<file path="src/rtl/nth_prime_pkg.sv">
// Shared types for the nth-prime decoder: FSM states, trial-division step
// results and the default datapath width.
package nth_prime_pkg;

    localparam int WIDTH_DEFAULT = 11;

    typedef enum logic [1:0] {
        IDLE,
        TEST,
        DONE
    } state_t;

    typedef enum logic [1:0] {
        CONTINUE,
        PRIME,
        COMPOSITE
    } step_t;

endpackage

</file>
<file path="src/rtl/trial_div_step.sv">
// One trial-division evaluation: decides whether candidate c is settled as
// prime or composite by divisor d, or whether the next divisor is needed.
module trial_div_step
    import nth_prime_pkg::*;
#(
    parameter int WIDTH = WIDTH_DEFAULT
) (
    input  logic [WIDTH-1:0] c,
    input  logic [WIDTH-1:0] d,
    output step_t            result
);

    logic [2*WIDTH-1:0] d_sq;
    logic [2*WIDTH-1:0] c_ext;
    logic [WIDTH-1:0]   rem;

    // Full-width square so large divisors cannot alias to a small product.
    assign d_sq  = {{WIDTH{1'b0}}, d} * {{WIDTH{1'b0}}, d};
    assign c_ext = {{WIDTH{1'b0}}, c};
    assign rem   = c % d;

    always_comb begin
        result = CONTINUE;
        if (d_sq > c_ext) begin
            result = PRIME;
        end else if (rem == '0) begin
            result = COMPOSITE;
        end
    end

endmodule

</file>
<file path="src/rtl/nth_prime_finder.sv">
// Returns the index-th prime by trial division, one divisor per cycle.
// Define NTH_PRIME_STATS_EN to add the test_count cycle counter output.
//
// state | meaning
// IDLE  | waiting for start; last result held on prime_value/err
// TEST  | one trial-division step per cycle on candidate c, divisor d
// DONE  | single-cycle done pulse, then back to IDLE
module nth_prime_finder
    import nth_prime_pkg::*;
#(
    parameter int WIDTH = WIDTH_DEFAULT
) (
    input  logic             clk,
    input  logic             rst,
    input  logic             start,
    input  logic [WIDTH-1:0] index,
    output logic             busy,
    output logic             done,
    output logic [WIDTH-1:0] prime_value,
    output logic             err
`ifdef NTH_PRIME_STATS_EN
    ,
    output logic [15:0]      test_count
`endif
);

    localparam logic [WIDTH-1:0] C_MAX = '1;
    localparam logic [WIDTH-1:0] TWO   = WIDTH'(2);
    localparam logic [WIDTH-1:0] ONE   = WIDTH'(1);

    state_t           state;
    step_t            step;
    logic [WIDTH-1:0] c;
    logic [WIDTH-1:0] d;
    logic [WIDTH-1:0] f;
    logic [WIDTH-1:0] n;

    trial_div_step #(.WIDTH(WIDTH)) u_step (
        .c      (c),
        .d      (d),
        .result (step)
    );

    always_ff @(posedge clk) begin
        if (rst) begin
            state       <= IDLE;
            busy        <= 1'b0;
            done        <= 1'b0;
            prime_value <= '0;
            err         <= 1'b0;
            c           <= TWO;
            d           <= TWO;
            f           <= '0;
            n           <= '0;
`ifdef NTH_PRIME_STATS_EN
            test_count  <= '0;
`endif
        end else begin
            case (state)
                IDLE: begin
                    if (start) begin
`ifdef NTH_PRIME_STATS_EN
                        test_count <= '0;
`endif
                        if (index == '0) begin
                            state       <= DONE;
                            done        <= 1'b1;
                            err         <= 1'b1;
                            prime_value <= '0;
                        end else begin
                            n     <= index;
                            c     <= TWO;
                            d     <= TWO;
                            f     <= '0;
                            busy  <= 1'b1;
                            state <= TEST;
                        end
                    end
                end
                TEST: begin
`ifdef NTH_PRIME_STATS_EN
                    if (test_count != 16'hFFFF) begin
                        test_count <= test_count + 16'd1;
                    end
`endif
                    case (step)
                        PRIME: begin
                            if (f + ONE == n) begin
                                state       <= DONE;
                                busy        <= 1'b0;
                                done        <= 1'b1;
                                prime_value <= c;
                                err         <= 1'b0;
                            end else if (c == C_MAX) begin
                                state       <= DONE;
                                busy        <= 1'b0;
                                done        <= 1'b1;
                                prime_value <= '0;
                                err         <= 1'b1;
                            end else begin
                                f <= f + ONE;
                                c <= c + ONE;
                                d <= TWO;
                            end
                        end
                        COMPOSITE: begin
                            // Max-candidate check comes first so c never wraps.
                            if (c == C_MAX) begin
                                state       <= DONE;
                                busy        <= 1'b0;
                                done        <= 1'b1;
                                prime_value <= '0;
                                err         <= 1'b1;
                            end else begin
                                c <= c + ONE;
                                d <= TWO;
                            end
                        end
                        default: begin
                            d <= d + ONE;
                        end
                    endcase
                end
                DONE: begin
                    done  <= 1'b0;
                    state <= IDLE;
                end
                default: begin
                    state <= IDLE;
                    busy  <= 1'b0;
                    done  <= 1'b0;
                end
            endcase
        end
    end

endmodule

</file>
<file path="config.mk">
export PLATFORM = sky130hd
export DESIGN_NAME = nth_prime_finder
export DESIGN_NICKNAME = d
export VERILOG_FILES = /design/src/rtl/nth_prime_pkg.sv /design/src/rtl/trial_div_step.sv /design/src/rtl/nth_prime_finder.sv
export SDC_FILE = /design/constraint.sdc
export NUM_CORES = 1
export LEC_CHECK = 0
export BUFFER_PORTS_ARGS = -buffer_cell sky130_fd_sc_hd__buf_2
export CAP_MARGIN = 20
export CORE_ASPECT_RATIO = 0.75
export CORE_UTILIZATION = 65
export CTS_BUF_LIST = sky130_fd_sc_hd__clkbuf_16
export CTS_CLUSTER_DIAMETER = 30
export CTS_CLUSTER_SIZE = 16
export DETAILED_ROUTE_END_ITERATION = 12
export MAX_ROUTING_LAYER = met4
export PLACE_DENSITY_LB_ADDON = 0.25
export SLEW_MARGIN = 20
export SYNTH_ARGS = -nofsm -noshare
export SYNTH_HDL_FRONTEND = slang
export SYNTH_SLANG_ARGS = --single-unit
export TNS_END_PERCENT = 10
</file>
<file path="constraint.sdc">
create_clock -name clk -period 28.8 [get_ports clk]
set_input_delay 1.44 -clock clk [delete_from_list [all_inputs] [get_ports clk]]
set_output_delay 1.44 -clock clk [all_outputs]
set_load 0.05 [all_outputs]
</file>
==> metrics list, run 1 <==
* Outcome: finished clean
- Design area: 10800 sq um
- Gate count after technology mapping: 1306
* Total congestion overflow: 0
- Slew Limit Headroom: between 30% and 40%
- Of the synthesized area, sequential elements account for 11.8%.
* Largest net degree at the start of global routing: 43
- Final setup violation count: 0
* Placeable core area: ~15000 sq um
* Type of element launching the critical path: register
* Vias in the first global route: 8779
- By instance count, the leading cell after synthesis is sky130_fd_sc_hd__nor2_1.
- The initial utilization of the core area, before any placement, comes to 66.7%.
* Gr usage total: 35.9%
- Worst-Skew Late Latency: approximately 0.33 ns
- On the worst path, the slowest cell contributes a delay of 0.83 ns.
* Routed len/inst: 18.4 um
- Final clock skew: 0.00631 ns
* Worst setup startpoint: d[8]
- In this run the worst setup path terminates at c[6].
- Via total after detailed routing: ~9800
* Port Buffer Count: 27
- First drt pass iteration count: 5
- Hold Violations, Final: 0
- Post-synth EDFFs: 0
* Number of buffers inserted by hold repair at cts: 0
* Synth Cell Area: 10200 sq um
- DIE HEIGHT: 110 um
- Slew Limit Fails: 0
- Number of post-CTS setup repair buffers: 0
- The setup check on the worst reg-to-reg path leaves a slack of about 7.9 ns.
- The number of nets in the synthesized netlist is around 1500.
- Most common library cells after synthesis: 150 x sky130_fd_sc_hd__nor2_1, 133 x sky130_fd_sc_hd__ha_1, 117 x sky130_fd_sc_hd__inv_1
- In this run the critical register-to-register path is launched from d[8].
- Post_cts resized: 0
- In this run the remaining antenna-violating nets after routing total 0.
* Library cell contributing the largest single delay on the critical path: sky130_fd_sc_hd__nor4_2
* Num rows: 39
* Post-Layout Cell Count: 1515
- Number of design rule violations left after detail routing: 0
* Unique cell type count in the Yosys netlist: 85
- Unrepaired setup endpoints after global routing: false
- Final wirelength: around 28 mm
- Depth of the most critical reg-to-reg path: 74
- Along the worst path, the maximum fanout reaches 16.
* CTS root buffer: sky130_fd_sc_hd__clkbuf_16
- Proportion of netlist area held by the largest area contributor: 16.3%
* Post-route setup TNS: 0 ns
- R2r endpoint: c[6]
* Iter 0 DRT Violations: about 860
- Net count, final: 1515
- Clock tree from TritonCTS: built
- At the pin with the least slew margin, the transition time is between 0.9 and 1 ns.
- Placer congestion estimate: 1.07
- The die covers 16200 sq um.
- The first global-routing pass estimated 44.3 mm of wire.
- After detailed placement, the total cell area comes to 10500 sq um.
- The worst setup path is captured at a register.
* Number of clock sinks seen by CTS: 60
* I/O pin cnt: 28
* Post-synthesis area per instance: 7.80 sq um
- Layout filler cell count: 1251
- CTS Buffer Depth: 2
* Portion of the clock cycle consumed by the worst path in the final layout: around 73%
- Detailed placement finished with a half-perimeter wire length of 21.9 mm.
* Cell accounting for the most synthesized area: sky130_fd_sc_hd__ha_1
* Warnings, synthesis: 0
* Path type of the worst min-delay path: reg -> reg
- DP Cell Count: ~1500
- FF+latch count, synth: 60
- Crit path required time: 29.06 ns
- Counting the buffers created by CTS gives 9.
* Most frequently used flop master after synthesis: sky130_fd_sc_hd__dfxtp_1
* Cells taking the most area after synthesis: sky130_fd_sc_hd__ha_1 16%, sky130_fd_sc_hd__fa_1 13%, sky130_fd_sc_hd__dfxtp_1 12%
* Type of the setup path with the least slack: reg -> reg
- Via density per instance: 6.50
* Ratio of cells with drive above 1 in the final layout: under 10%
- CTS H-Tree Depth: 3
* Achievable Freq: 0.0479 GHz
* Worst-path clk slew: 0.06 ns
* Chip Width: about 150 um
* Max-capacitance violation count: 0
- Layout overhead on the synthesized area: 5.95%
- The initial antenna violation count is 1.
- The smallest clock period supported by the final layout is computed as between 20 and 25 ns.
* Cell type with the highest occurrence count on the critical path: sky130_fd_sc_hd__ha_1
* Post-synthesis async set-or-reset flop share: 0%
- STA puts the critical path data arrival time at ~21 ns.
-- how the worst min path moves through the flow --
stage,from,endpoint,cells past startpoint
finish,prime_value[5],prime_value[5],1
global route,prime_value[6],prime_value[6],1
CTS,prime_value[7],prime_value[7],1
detailed placement,prime_value[7],prime_value[7],1
global placement,prime_value[9],prime_value[9],1
floorplan,c[5],c[5],2
-- kinds of logic (layout without fill, tap and decap cells) --
family,Yosys count,in the layout,share of synthesized area (%)
buffers and inverters,175,178,6.65
other,0,1,0
and+or+nand+nor,453,453,21.7
DFF,60,60,11.8
adders and majority gates,197,197,28.9
muxes,32,32,3.26
xor gates and xnor gates,62,62,5.33
AOI/OAI and AO/OA,327,327,22.3
-- placed cells by master, fill, tap and decap left out, types with 9 or more instances in the layout --
master	count
sky130_fd_sc_hd__o21ai_0	50
sky130_fd_sc_hd__inv_1	117
sky130_fd_sc_hd__or3_1	23
sky130_fd_sc_hd__xnor2_1	40
sky130_fd_sc_hd__dfxtp_1	60
sky130_fd_sc_hd__o31ai_1	11
sky130_fd_sc_hd__xor2_1	22
sky130_fd_sc_hd__mux2i_1	23
sky130_fd_sc_hd__and2_1	9
sky130_fd_sc_hd__nor2b_1	10
sky130_fd_sc_hd__a22o_1	14
sky130_fd_sc_hd__nand4_1	13
sky130_fd_sc_hd__buf_4	9
sky130_fd_sc_hd__buf_2	27
sky130_fd_sc_hd__nor2_1	149
sky130_fd_sc_hd__o211ai_1	17
sky130_fd_sc_hd__clkbuf_16	9
sky130_fd_sc_hd__nor3_1	34
sky130_fd_sc_hd__nor4_1	13
sky130_fd_sc_hd__nand2_1	100
sky130_fd_sc_hd__a21oi_1	74
sky130_fd_sc_hd__nand3_1	34
sky130_fd_sc_hd__a31oi_1	17
sky130_fd_sc_hd__nand2b_1	10
sky130_fd_sc_hd__a21o_1	24
sky130_fd_sc_hd__o21a_1	25
sky130_fd_sc_hd__ha_1	133
sky130_fd_sc_hd__and3_1	17
sky130_fd_sc_hd__fa_1	64
-- layout make-up --
type / count / area (sq um) / area share, %
antenna: 1 / 2.50 / 0.0232
sequential: 60 / 1200 / 11.1
multi-input combinational: 1071 / 8330 / 77.3
clock inverter: 7 / 91.3 / 0.847
clock buffer: 9 / 225 / 2.09
inverter: 126 / 473 / 4.38
tap: 205 / 256 / 2.38
timing repair buffer: 36 / 203 / 1.88
-- through the flow --
| step | setup WS [ns] | util, % | hold slack [ns] |
|---|---|---|---|
| after global placement | 8.48 | 68.4 | 0.458 |
| after floorplan | 11.33 | - | 0.459 |
| after global routing | 6.36 | 70.6 | 0.503 |
| after detailed placement | 8.16 | 68.4 | 0.458 |
| final | 7.92 | 70.6 | 0.473 |
| after CTS | 8.08 | 70.5 | 0.478 |
-- critical path: cells and delay by family, from the launching register on --
kind | cells | cell delay, ns
XOR/XNOR | 1 | 0.08
buffers and inverters | 4 | 0.48
AO/OA/AOI/OAI | 34 | 8.66
adder cells (fa/ha/maj) | 10 | 3.03
multiplexers | 4 | 1.43
AND/OR/NAND/NOR | 21 | 6.62
flip-flops | 1 | 0.51
-- flip-flops by register name (all words and copies together) (netlist names) --
name	count
busy	1
d	11
prime_value	11
n	11
state	2
done	1
f	11
err	1
c	11
-- metal layers --
metal	routed length (um)	up-vias	GRT usage [%]
met5	0	-	-
met1	12800	4608	49.0
met3	2680	73	7.20
li1	-	4705	-
met2	11500	459	52.6
met4	973	0	13.2
Power of run 1 is left out: the tool's default activity adds up to more than one toggle a clock period on the data nets, which glitch-free logic cannot reach.
==> run 2: changes to the inputs <==
CORE_UTILIZATION = 59   (was 65)
clock period = 18.7 ns   (was 28.8 ns; I/O delays follow)
==> run 2 against run 1 <==
Sequential cell count unchanged. First-iteration DRC count up 38%. Count of clock-buffer cells in the layout unchanged. Cell area up 5.0%. Fmax up 17%. Non-clock buffer count up 51. Register-to-register slack worse by 7.1 ns. Final cell count up 4.0%. Critical path type unchanged. Highest routed layer unchanged.
==> metrics list, run 2 (synthesis gave the netlist of run 1 again) <==
- The startpoint identified for the worst register-to-register timing path is d[7].
- Final period demand of the worst path: 17.86 ns
- STA puts the critical path data required time at around 19 ns.
* Final clock skew: between 0.006 and 0.007 ns
- CTS Buffer Depth: 2
- The HPWL after detailed placement is 22.6 mm.
* CTS H-Tree Depth: 3
* Final wirelength: 29.1 mm
- Routed len/inst: 18.5 um
* Total inserted antenna cells: 0
- Placeable core area: 16800 sq um
* Transition at the pin with the smallest max-transition slack: 1.01 ns
- Signal arrival time at the worst endpoint: 18.12 ns
* Initial core utilization: 60.5%
- Num rows: a little over 40
- Leaving out fill and tap cells, the most frequent cell in the layout is sky130_fd_sc_hd__nor2_1.
* Portion of the clock cycle consumed by the worst path in the final layout: 95.5%
- The multi-input combinational cells in the finished layout cover a total of 8470 sq um.
- In this run, post-CTS hold repair placed 0 buffers.
* Largest net degree at the start of global routing: between 40 and 50
- CP Depth: 77
- Sequential cell area: 1200 sq um
- Measured in cells, the most critical reg-to-reg path has a length of 77.
* Type of the setup path with the least slack: reg -> reg
- Of the cells placed in the final design, the portion with a size suffix greater than 1 is 12.4%.
* Buffers & Inverters on Critical Path: 6
- Relative to the synthesized area, the layout overhead comes to 11.2%.
- I/O pin cnt: 28
* Port Buffer Count: 27
* Chip Width: 154 um
* Delay of the slowest cell on the worst path: 0.47 ns
* Initial antenna violation count: 0
- Via total after detailed routing: 10100
- Final setup violation count: 0
- DP Cell Count: 1550
* Hold Violations, Final: 0
* Worst-path clk slew: 0.06 ns
- Achievable Freq: 0.0560 GHz
- Type of element launching the critical path: register
- STA classifies the critical path endpoint as a register.
* Total congestion overflow: 0
- In this run the worst setup path begins at d[7].
- Counting instances, the worst hold path has a depth of 1.
- The tool flagged a number of max-cap violations equal to 0.
- Detail Route Antenna Nets: 0
- The most numerous cell type found on the critical path is sky130_fd_sc_hd__ha_1.
* Post-Layout Cell Count: 1575
- The via count of the first global-routing pass was approximately 9100.
* Clock tree from TritonCTS: built
* Clock buffers created by TritonCTS: 9
* Placer congestion estimate: 1.05
* Commonest cells after routing, fill and taps aside: 146 x sky130_fd_sc_hd__nor2_1, 131 x sky130_fd_sc_hd__ha_1, 117 x sky130_fd_sc_hd__inv_1
- The min-delay analysis places its worst path in the category reg -> reg.
- The final layout contains around 1600 nets.
* Via density per instance: between 6 and 7
* Die outline area: 17800 sq um
- Maximum fanout count along the critical path: 9
- Wire length of the first global-routing pass: 46.6 mm
- Slew Limit Headroom: ~32%
* CTS root buffer: sky130_fd_sc_hd__clkbuf_16
- DIE HEIGHT: 116 um
- The kind of cell with the highest combined delay along the critical path is compound AO/OA/AOI/OAI gates.
- The count of pins over their slew limit came to 0.
- Layout filler cell count: between 1000 and 1500
- Startpoint of the tightest hold check path: prime_value[4]
- The clock net in this run drives a total of 60 sinks.
* Post-route setup TNS: 0 ns
* Outcome: finished clean
- Gr usage total: 34.0%
- First drt pass iteration count: 5
* Number of design rule violations left after detail routing: 0
- Library cell contributing the largest single delay on the critical path: sky130_fd_sc_hd__o41a_1
- After the first detailed-routing iteration, the DRC count stood at 1181.
* Worst-Skew Late Latency: around 0.34 ns
[run 2: cell types whose count changed in the layout (fill, tap and decap cells not counted), sizes merged]
cell    previous run  this run
buf               36        87
clkinv            12        11
diode              1         0
inv              119       120
[run 2: metal layers]
metal | vias to the layer above | GRT usage (%) | share of wire (%)
li1 | 4811 | - | -
met4 | 0 | 7.93 | 2.2
met1 | 4771 | 48.9 | 47
met2 | 445 | 48.7 | 41
met3 | 47 | 6.43 | 9.3
met5 | - | - | 0
[run 2: repair_timing]
item	in CTS	in global routing
buffers inserted	2	7
setup endpoints to repair	35	38
resized for setup	3	32
pin swaps	0	6
[run 2: per-stage QoR]
| step | setup WS [ns] | hold WS (ns) | area, sq um | util (%) |
|---|---|---|---|---|
| 2_1_floorplan | 1.23 | 0.459 | 10200 | - |
| 3_3_place_gp | 0.186 | 0.456 | 10800 | 64.1 |
| 3_5_place_dp | -0.242 | 0.461 | 10800 | 64.1 |
| 4_1_cts | 0.00145 | 0.476 | 11100 | 66.2 |
| 5_1_grt | -0.168 | 0.486 | 11300 | 67.3 |
| 6_report | 0.838 | 0.472 | 11300 | 67.3 |
[run 2: final timing paths]
check / endpoint / slack (ns)
hold reg to reg: prime_value[4] / 0.47
hold / removal: prime_value[4] / 0.47
setup / recovery: c[9] / 0.84
setup reg to reg: c[9] / 0.84
[run 2: worst register-to-register path: cells and delay by family (launching register included)]
kind	cells	cell delay (ns)
AO/OA/AOI/OAI	41	8.82
AND/OR/NAND/NOR	18	4.42
adder cells (fa/ha/maj)	10	2.88
buffers and inverters	6	0.81
multiplexers	2	0.52
flip-flops	1	0.38
[run 2: cell type report]
type	instances	share of cell area, %
inverters	126	4.18
clock buffers	9	1.99
flip-flops and latches	60	10.6
clock inverters	7	0.884
well taps	215	2.38
repair buffers	87	5.17
multi-input cells	1071	74.8
Power of run 2 is left out for the same reason.
